[src/rtl/id_bcd_sequencer.sv]
// id_bcd_sequencer: tag-ID decimal path.
// Captures a 45-bit tag frame, extracts the 16-bit ID (frame[16:1]) and
// converts it to four BCD digits with a 16-step shift/add-3 loop. The result
// is held and time-multiplexed onto a 4-digit active-low 7-seg anode scan.
// Optional feature macro: ID_PARITY_EN (even parity over frame[16:0]).
module id_bcd_sequencer #(
    parameter int SCAN_W = 16
) (
    input  logic        clk,
    input  logic        reset,
    input  logic        frame_valid,
    input  logic [44:0] frame,
    output logic        busy,
    output logic        id_valid,
    output logic [15:0] iddecimal4,
    output logic        overflow,
    output logic        drop,
    output logic        err,
    output logic [3:0]  an,
    output logic [3:0]  bcd_out
);

    typedef enum logic [1:0] {
        IDLE  = 2'd0,
        LOAD  = 2'd1,
        SHIFT = 2'd2,
        DONE  = 2'd3
    } state_e;

    state_e      state_q, state_d;
    logic [15:0] bin_q, bin_d;
    logic [19:0] bcd_q, bcd_d;
    logic [3:0]  step_q, step_d;
    logic        pend_valid_q, pend_valid_d;
    logic [15:0] pend_id_q, pend_id_d;
    logic [15:0] result_q, result_d;
    logic        overflow_q, overflow_d;
    logic        id_valid_q, id_valid_d;
    logic        drop_q, drop_d;

    logic [SCAN_W-1:0] cnt_q;
    logic [3:0]        an_q;
    logic [3:0]        bcd_out_q;

    logic [15:0] frame_id;
    logic        frame_ok;
    logic        accept;
    logic [19:0] bcd_adj;

    assign frame_id = frame[16:1];

`ifdef ID_PARITY_EN
    logic err_q, err_d;
    // Even parity across ID and parity bit.
    assign frame_ok = ~(^frame[16:0]);
    assign err      = err_q;
    logic unused_frame_bits;
    assign unused_frame_bits = ^frame[44:17];
`else
    assign frame_ok = 1'b1;
    assign err      = 1'b0;
    logic unused_frame_bits;
    assign unused_frame_bits = ^{frame[44:17], frame[0]};
`endif

    assign accept = frame_valid & frame_ok;

    // Add-3 correction: every BCD nibble >= 5 is bumped before the shift.
    function automatic logic [19:0] add3(input logic [19:0] v);
        logic [19:0] r;
        r = v;
        for (int i = 0; i < 5; i++) begin
            if (v[i*4 +: 4] >= 4'd5) begin
                r[i*4 +: 4] = v[i*4 +: 4] + 4'd3;
            end
        end
        return r;
    endfunction

    assign bcd_adj = add3(bcd_q);

    // Next-state, datapath and pending-slot logic for the conversion FSM.
    always_comb begin
        // NOTE: every _d gets a default first so no path leaves it unassigned,
        // which would otherwise infer a latch.
        state_d      = state_q;
        bin_d        = bin_q;
        bcd_d        = bcd_q;
        step_d       = step_q;
        pend_valid_d = pend_valid_q;
        pend_id_d    = pend_id_q;
        result_d     = result_q;
        overflow_d   = overflow_q;
        id_valid_d   = 1'b0;
        drop_d       = 1'b0;
`ifdef ID_PARITY_EN
        err_d        = frame_valid & ~frame_ok;
`endif

        // While busy, accepted frames park in the 1-deep pending slot.
        if (state_q != IDLE && accept) begin
            pend_valid_d = 1'b1;
            pend_id_d    = frame_id;
            drop_d       = pend_valid_q;
        end

        unique case (state_q)
            IDLE: begin
                if (accept) begin
                    bin_d   = frame_id;
                    state_d = LOAD;
                end
            end
            LOAD: begin
                bcd_d   = '0;
                step_d  = '0;
                state_d = SHIFT;
            end
            SHIFT: begin
                bcd_d  = {bcd_adj[18:0], bin_q[15]};
                bin_d  = {bin_q[14:0], 1'b0};
                step_d = step_q + 4'd1;
                if (step_q == 4'd15) begin
                    state_d = DONE;
                end
            end
            DONE: begin
                if (bcd_q[19:16] != 4'd0) begin
                    result_d   = 16'h9999;
                    overflow_d = 1'b1;
                end else begin
                    result_d   = bcd_q[15:0];
                    overflow_d = 1'b0;
                end
                id_valid_d = 1'b1;
                // A frame arriving now wins over the slot and is taken
                // straight into the next LOAD without a bubble.
                if (accept || pend_valid_q) begin
                    bin_d        = accept ? frame_id : pend_id_q;
                    pend_valid_d = 1'b0;
                    state_d      = LOAD;
                end else begin
                    state_d = IDLE;
                end
            end
            default: state_d = IDLE;
        endcase
    end

    // Control and result registers with synchronous reset.
    always_ff @(posedge clk) begin
        // NOTE: sequential state uses non-blocking assignments so every
        // register samples pre-edge values regardless of statement order.
        if (reset) begin
            state_q      <= IDLE;
            pend_valid_q <= 1'b0;
            result_q     <= '0;
            overflow_q   <= 1'b0;
            id_valid_q   <= 1'b0;
            drop_q       <= 1'b0;
`ifdef ID_PARITY_EN
            err_q        <= 1'b0;
`endif
        end else begin
            state_q      <= state_d;
            pend_valid_q <= pend_valid_d;
            result_q     <= result_d;
            overflow_q   <= overflow_d;
            id_valid_q   <= id_valid_d;
            drop_q       <= drop_d;
`ifdef ID_PARITY_EN
            err_q        <= err_d;
`endif
        end
    end

    // Conversion datapath registers.
    always_ff @(posedge clk) begin
        // NOTE: datapath registers are left unreset; they are always written
        // (IDLE capture, LOAD clear) before any value of theirs is used.
        bin_q     <= bin_d;
        bcd_q     <= bcd_d;
        step_q    <= step_d;
        pend_id_q <= pend_id_d;
    end

    // Free-running scan counter with registered anode/digit pair.
    always_ff @(posedge clk) begin
        if (reset) begin
            cnt_q     <= '0;
            an_q      <= 4'b1111;
            bcd_out_q <= 4'd0;
        end else begin
            cnt_q <= cnt_q + 1'b1;
            unique case (cnt_q[SCAN_W-1 -: 2])
                2'd0: begin an_q <= 4'b1110; bcd_out_q <= result_q[3:0];   end
                2'd1: begin an_q <= 4'b1101; bcd_out_q <= result_q[7:4];   end
                2'd2: begin an_q <= 4'b1011; bcd_out_q <= result_q[11:8];  end
                default: begin an_q <= 4'b0111; bcd_out_q <= result_q[15:12]; end
            endcase
        end
    end

    assign busy       = (state_q != IDLE);
    assign id_valid   = id_valid_q;
    assign iddecimal4 = result_q;
    assign overflow   = overflow_q;
    assign drop       = drop_q;
    assign an         = an_q;
    assign bcd_out    = bcd_out_q;

endmodule

[config.mk]
export PLATFORM = sky130hd
export DESIGN_NAME = id_bcd_sequencer
export DESIGN_NICKNAME = d
export VERILOG_FILES = /design/src/rtl/id_bcd_sequencer.sv
export SDC_FILE = /design/constraint.sdc
export NUM_CORES = 1
export LEC_CHECK = 0
export CORE_AREA = 2 2 93 95
export DETAILED_ROUTE_END_ITERATION = 16
export DIE_AREA = 0 0 95 97
export MAX_ROUTING_LAYER = met4
export PLACE_DENSITY = 0.83
export RECOVER_POWER = 25
export SYNTH_ARGS = -nofsm -noshare
export SYNTH_HDL_FRONTEND = slang
export SYNTH_SLANG_ARGS = --single-unit
[constraint.sdc]
create_clock -name clk -period 3.2 [get_ports clk]
set_input_delay 0.96 -clock clk [delete_from_list [all_inputs] [get_ports clk]]
set_output_delay 0.96 -clock clk [all_outputs]
set_load 0.02 [all_outputs]
### Word level (Yosys, flattened, before mapping)

Cells that the tools add are included.

* bits in registers: 102
* memory bits (read-only): 0
* output and inout port bits: 29
* memories: 0
* bits in writable memories: 0
* latch bits: 0
* logic and storage cells: 69
* input bits: 48

* divide/modulo/power cells: 0
* order comparisons: 5
* eq/ne operators: 9
* bitwise logic cells: 1
* reductions and logical operators: 11
* shift-type cells: 0
* $add $sub $neg: 7
* multiply operators: 0
* multiplexer cells: 23

Operators with widths (number)
* $mux 16: 4
* $pmux 16 s3: 1
* $pmux 20 s2: 1
* $pmux 4 s3: 2
* $ge 4x3->1 const B: 5
* $add 16x1->16 const B: 1
* $add 4x2->4 const B: 4
* $mux 4: 4
* $pmux 2 s4: 1
* $pmux 4 s2: 1
* $eq 2x2->1 const B: 3
* $mux 1: 6
* $ne 2x2->1 const B: 3
* $add 4x1->4 const B: 1
* $eq 2x1->1 const B: 2
* $eq 4x4->1 const B: 1
* $logic_not 2->1: 2
* $mux 2: 2
* $reduce_bool 2->1: 2
* $reduce_bool 4->1: 1
* $add 3x2->3 const B: 1
* $mux 3: 1
* $reduce_and 3->1: 1
* $reduce_bool 3->1: 1
* 5 further kinds: 5

### Depth between registers and ports, before layout

* depth in word-level cells: 5
* depth in mapped cells: 8
* mapped depth without buffers: 6

### Least setup slack after synthesis

OpenSTA, ideal clock, no wires.

* path type: in2reg
* start point: in frame_valid
* end point: reg bin_q[0] (enable)
* library setup time: 0.394 ns
* stages on the path: 2
* required time: 2.806 ns
* path buffers: 0
* data arrival time: 1.815 ns
* path slack: 0.990 ns
* path through: nor2_1 -> a21oi_1

* word-level cells in the longest chain between the ends: 3
* elaborated cells between the ends (all ways): 4
* classes of those cells: eq/ne (2); reduce/logical (2)

RTL lines
* start: declaration: line 11 `input logic frame_valid,`
* $logic_or 1x1->1: line 138 `if (accept || pend_valid_q) begin`
* $ne 2x2->1 (no source line)
* $reduce_and 3->1 (no source line) (*)
* end signal: assignment: line 181 `bin_q <= bin_d;`
* end: declaration: line 31 `logic [15:0] bin_q, bin_d;`

Every way passes the cells marked *; elsewhere a longest branch is shown, timed or not.
A chain may end at the register's enable or synchronous reset.

### Final worst setup path

* start point: reg state_q[0]
* end point: out busy

* word-level cells in the longest chain between the ends: 1

RTL lines
* start: declaration: line 30 `state_e state_q, state_d;`
* start signal: assignment: line 165 `state_q <= state_d;`
* $reduce_bool 2->1: line 204 `assign busy = (state_q != IDLE);`
* end: declaration: line 13 `output logic busy,`

No other way between the ends.

==> metrics.txt <==
outcome finished, violations left; failing checks max-capacitance violations, max-slew violations; ANT nets after route 0; switching portion of total power 35.2%; Post-Syn Area per Cell 11.2 um2; Total GRT Usage 19.1%; PostCTS Resize Cnt 0; achievable frequency 354 MHz; Primary FF master, synth edfxtp_1; Clk pwr share 16.9%; DRT Pass-1 Iters 4; post-route minimum period 2.83 ns; number of setup violations in the final report 0; Tot Pwr 4.33 mW; Starting Density 56.0%; first-pass GRT wire length 13,400 um; Worst setup SP type register; total of max-cap violations 1; clock transition at the registers of the reported paths 0.09 ns; Num CTS Buffers 9; R2R cell count 5; GP Congestion 0.814; Antenna Cells 0; CP Capture Type output pin; DRC viols 0; Post-Route WL 7960 um; worst-case vdd ir drop 0.447 mV; worst endpoint required time 2.24 ns; PortBufs 46; register area share after synthesis 57.2%; routed via count 2,988; postcts setup bufs 0; net count after synthesis 470; Initial DRC Count 149; Post-synth EDFFs 56; Final Hold Viols 0; CTS tree built; Slew HR -3.68%; worst min path class register to register; register bit count reported by yosys 102; io pins 77; Seq pwr share 50.5%; routed wire length per instance 14.2 um; die width 95 um; initial antenna violation count 0; Overflow after GRT 0; count leader, synth edfxtp_1; P_int 2.81 mW; Worst-Margin Slew 1.56 ns; Clk Latency, worst-skew pair 0.37 ns; Nets 517; Synth Instances 405; CTS H-tree depth 3; # hold bufs at CTS 0; Max FO, Critical Path 4; setup TNS 0 ns; core area 8130 um2; most area-hungry cell type in the Yosys netlist edfxtp_1; combinational share of power 32.5%; DR vias/cell 5.32; fin crit share 88.4%; Syn-to-layout area delta 15.8%; WP data arrival 1.87 ns; FP Rows 33; Pleak 2.05 nW; RSZ-0062 raised after global routing false; Root Buffer clkbuf_8; Net Sw Power 1.52 mW; Worst Hold Path Cells 1; Die Span Y 97 um; Synth area leaders edfxtp_1, dfxtp_1, ha_1; power per cell area 821 nW/um2; top-area cell type share of the netlist area 36.9%; largest net degree at the start of global routing 41; vias in the first global route 2,894; Unique masters post-synth 41; Ys Warns 0; Clock Skew 0.0102 ns; CTS sink count 102; top cells by count, synth edfxtp_1, nor2_1, dfxtp_1, nand2_1, xnor2_1; DP HPWL 5560 um; Final Slew Violations 41; die area 9220 um2; maximum clock insertion buffer count 2; share of cells above drive strength 1 7.00%; Post-Syn Area 4550 um2; Crit Path Category register to output pin; Post-synth ARST share 0%
==> layout by cell type, fill, tap and decap left out, drive strengths merged <==
cell type / instances
nor2: 47
clkdlybuf4s50: 29
nor3: 11
a21boi: 5
buf: 4
or3: 2
mux4: 4
clkbuf: 13
o21ai: 23
and2: 9
or2: 2
nand4bb: 1
nand3: 7
dlygate4sd3: 17
nand2: 35
a21o: 5
a211oi: 4
mux2i: 17
nor2b: 16
xor2: 2
dfxtp: 46
and4bb: 1
xnor2: 20
a2bb2oi: 1
nor3b: 1
nor4: 3
a21oi: 14
clkinv: 3
edfxtp: 56
inv: 21
conb: 1
and3: 4
nand2b: 7
a41o: 1
o211a: 5
nand4: 2
a31o: 1
ha: 17
==> worst max-delay path, stage by stage (launching register included) <==
cell and delay [ns]:
dfxtp_1 0.40, inv_1 0.10, ha_1 0.24, inv_1 0.13, clkdlybuf4s50_1 0.62
==> cell type report <==
| cell class | count | area (um2) |
|---|---|---|
| clock buffer | 10 | 128 |
| clock inverter | 6 | 46.3 |
| inverter | 18 | 67.6 |
| sequential | 102 | 2600 |
| multi-input combinational | 268 | 1800 |
| timing repair buffer | 53 | 502 |
| tap | 105 | 131 |
| fill | 626 | 2860 |
==> stage by stage <==
stage	setup slack [ns]	cell area, um2	cells	utilization [%]	hold slack, ns
detailed placement	0.643	5110	546	62.8	0.467
floorplan	0.990	4550	405	-	0.440
global placement	0.668	5110	546	62.8	0.451
finish	0.372	5270	562	64.8	0.481
global route	0.271	5270	562	64.8	0.510
CTS	0.351	5290	562	65.0	0.488
==> per-layer routing <==
layer / part of all wire, % / vias up / GRT usage, % / wire, um
li1: - / 1495 / - / -
met2: 49 / 67 / 30.4 / 3870
met4: 1.5 / 0 / 5.35 / 120
met3: 4.3 / 12 / 6.15 / 341
met5: 0 / - / - / 0
met1: 46 / 1414 / 23.4 / 3630
==> state kept, by name, indices dropped and copies added (netlist names), 2 cells and up <==
register    count
bcd_q          20
bin_q          16
cnt_q          16
iddecimal4     16
pend_id_q      16
an              4
bcd_out         4
step_q          4
state_q         2
==> worst paths after layout <==
| check | startpoint | to | slack [ns] |
|---|---|---|---|
| worst min register to register | cnt_q[0]$_SDFF_PP0_ | cnt_q[0]$_SDFF_PP0_ | 0.48 |
| worst max register to register | state_q[1]$_SDFFE_PP0P_ | state_q[0]$_SDFFE_PP0P_ | 0.62 |
| worst max-delay path | state_q[0]$_SDFFE_PP0P_ | busy | 0.37 |
| worst min-delay path | cnt_q[0]$_SDFF_PP0_ | cnt_q[0]$_SDFF_PP0_ | 0.48 |
==> kinds of logic (layout without fill, tap and decap cells) <==
kind of cell    after synthesis  after routing  share of synthesized area, %
compound gates               59             59                          8.08
xor+xnor                     22             22                          4.23
fa+ha+maj                    17             17                          4.67
buf+inv                      35             87                          3.38
flops                       102            102                          57.2
mux                          21             21                          5.72
other cells                   1              1                        0.0824
simple gates                148            148                          16.7
==> power by group through the flow <==
stage	logic, mW	clock network, mW	registers [mW]
3_3_place_gp	1.37	0	2.19
3_5_place_dp	1.42	0	2.21
5_1_grt	1.59	0.810	2.23
4_1_cts	1.43	0.756	2.19
2_1_floorplan	1.03	0	2.17
6_report	1.41	0.733	2.19
No activity file was read; power rests on OpenSTA's default activity.
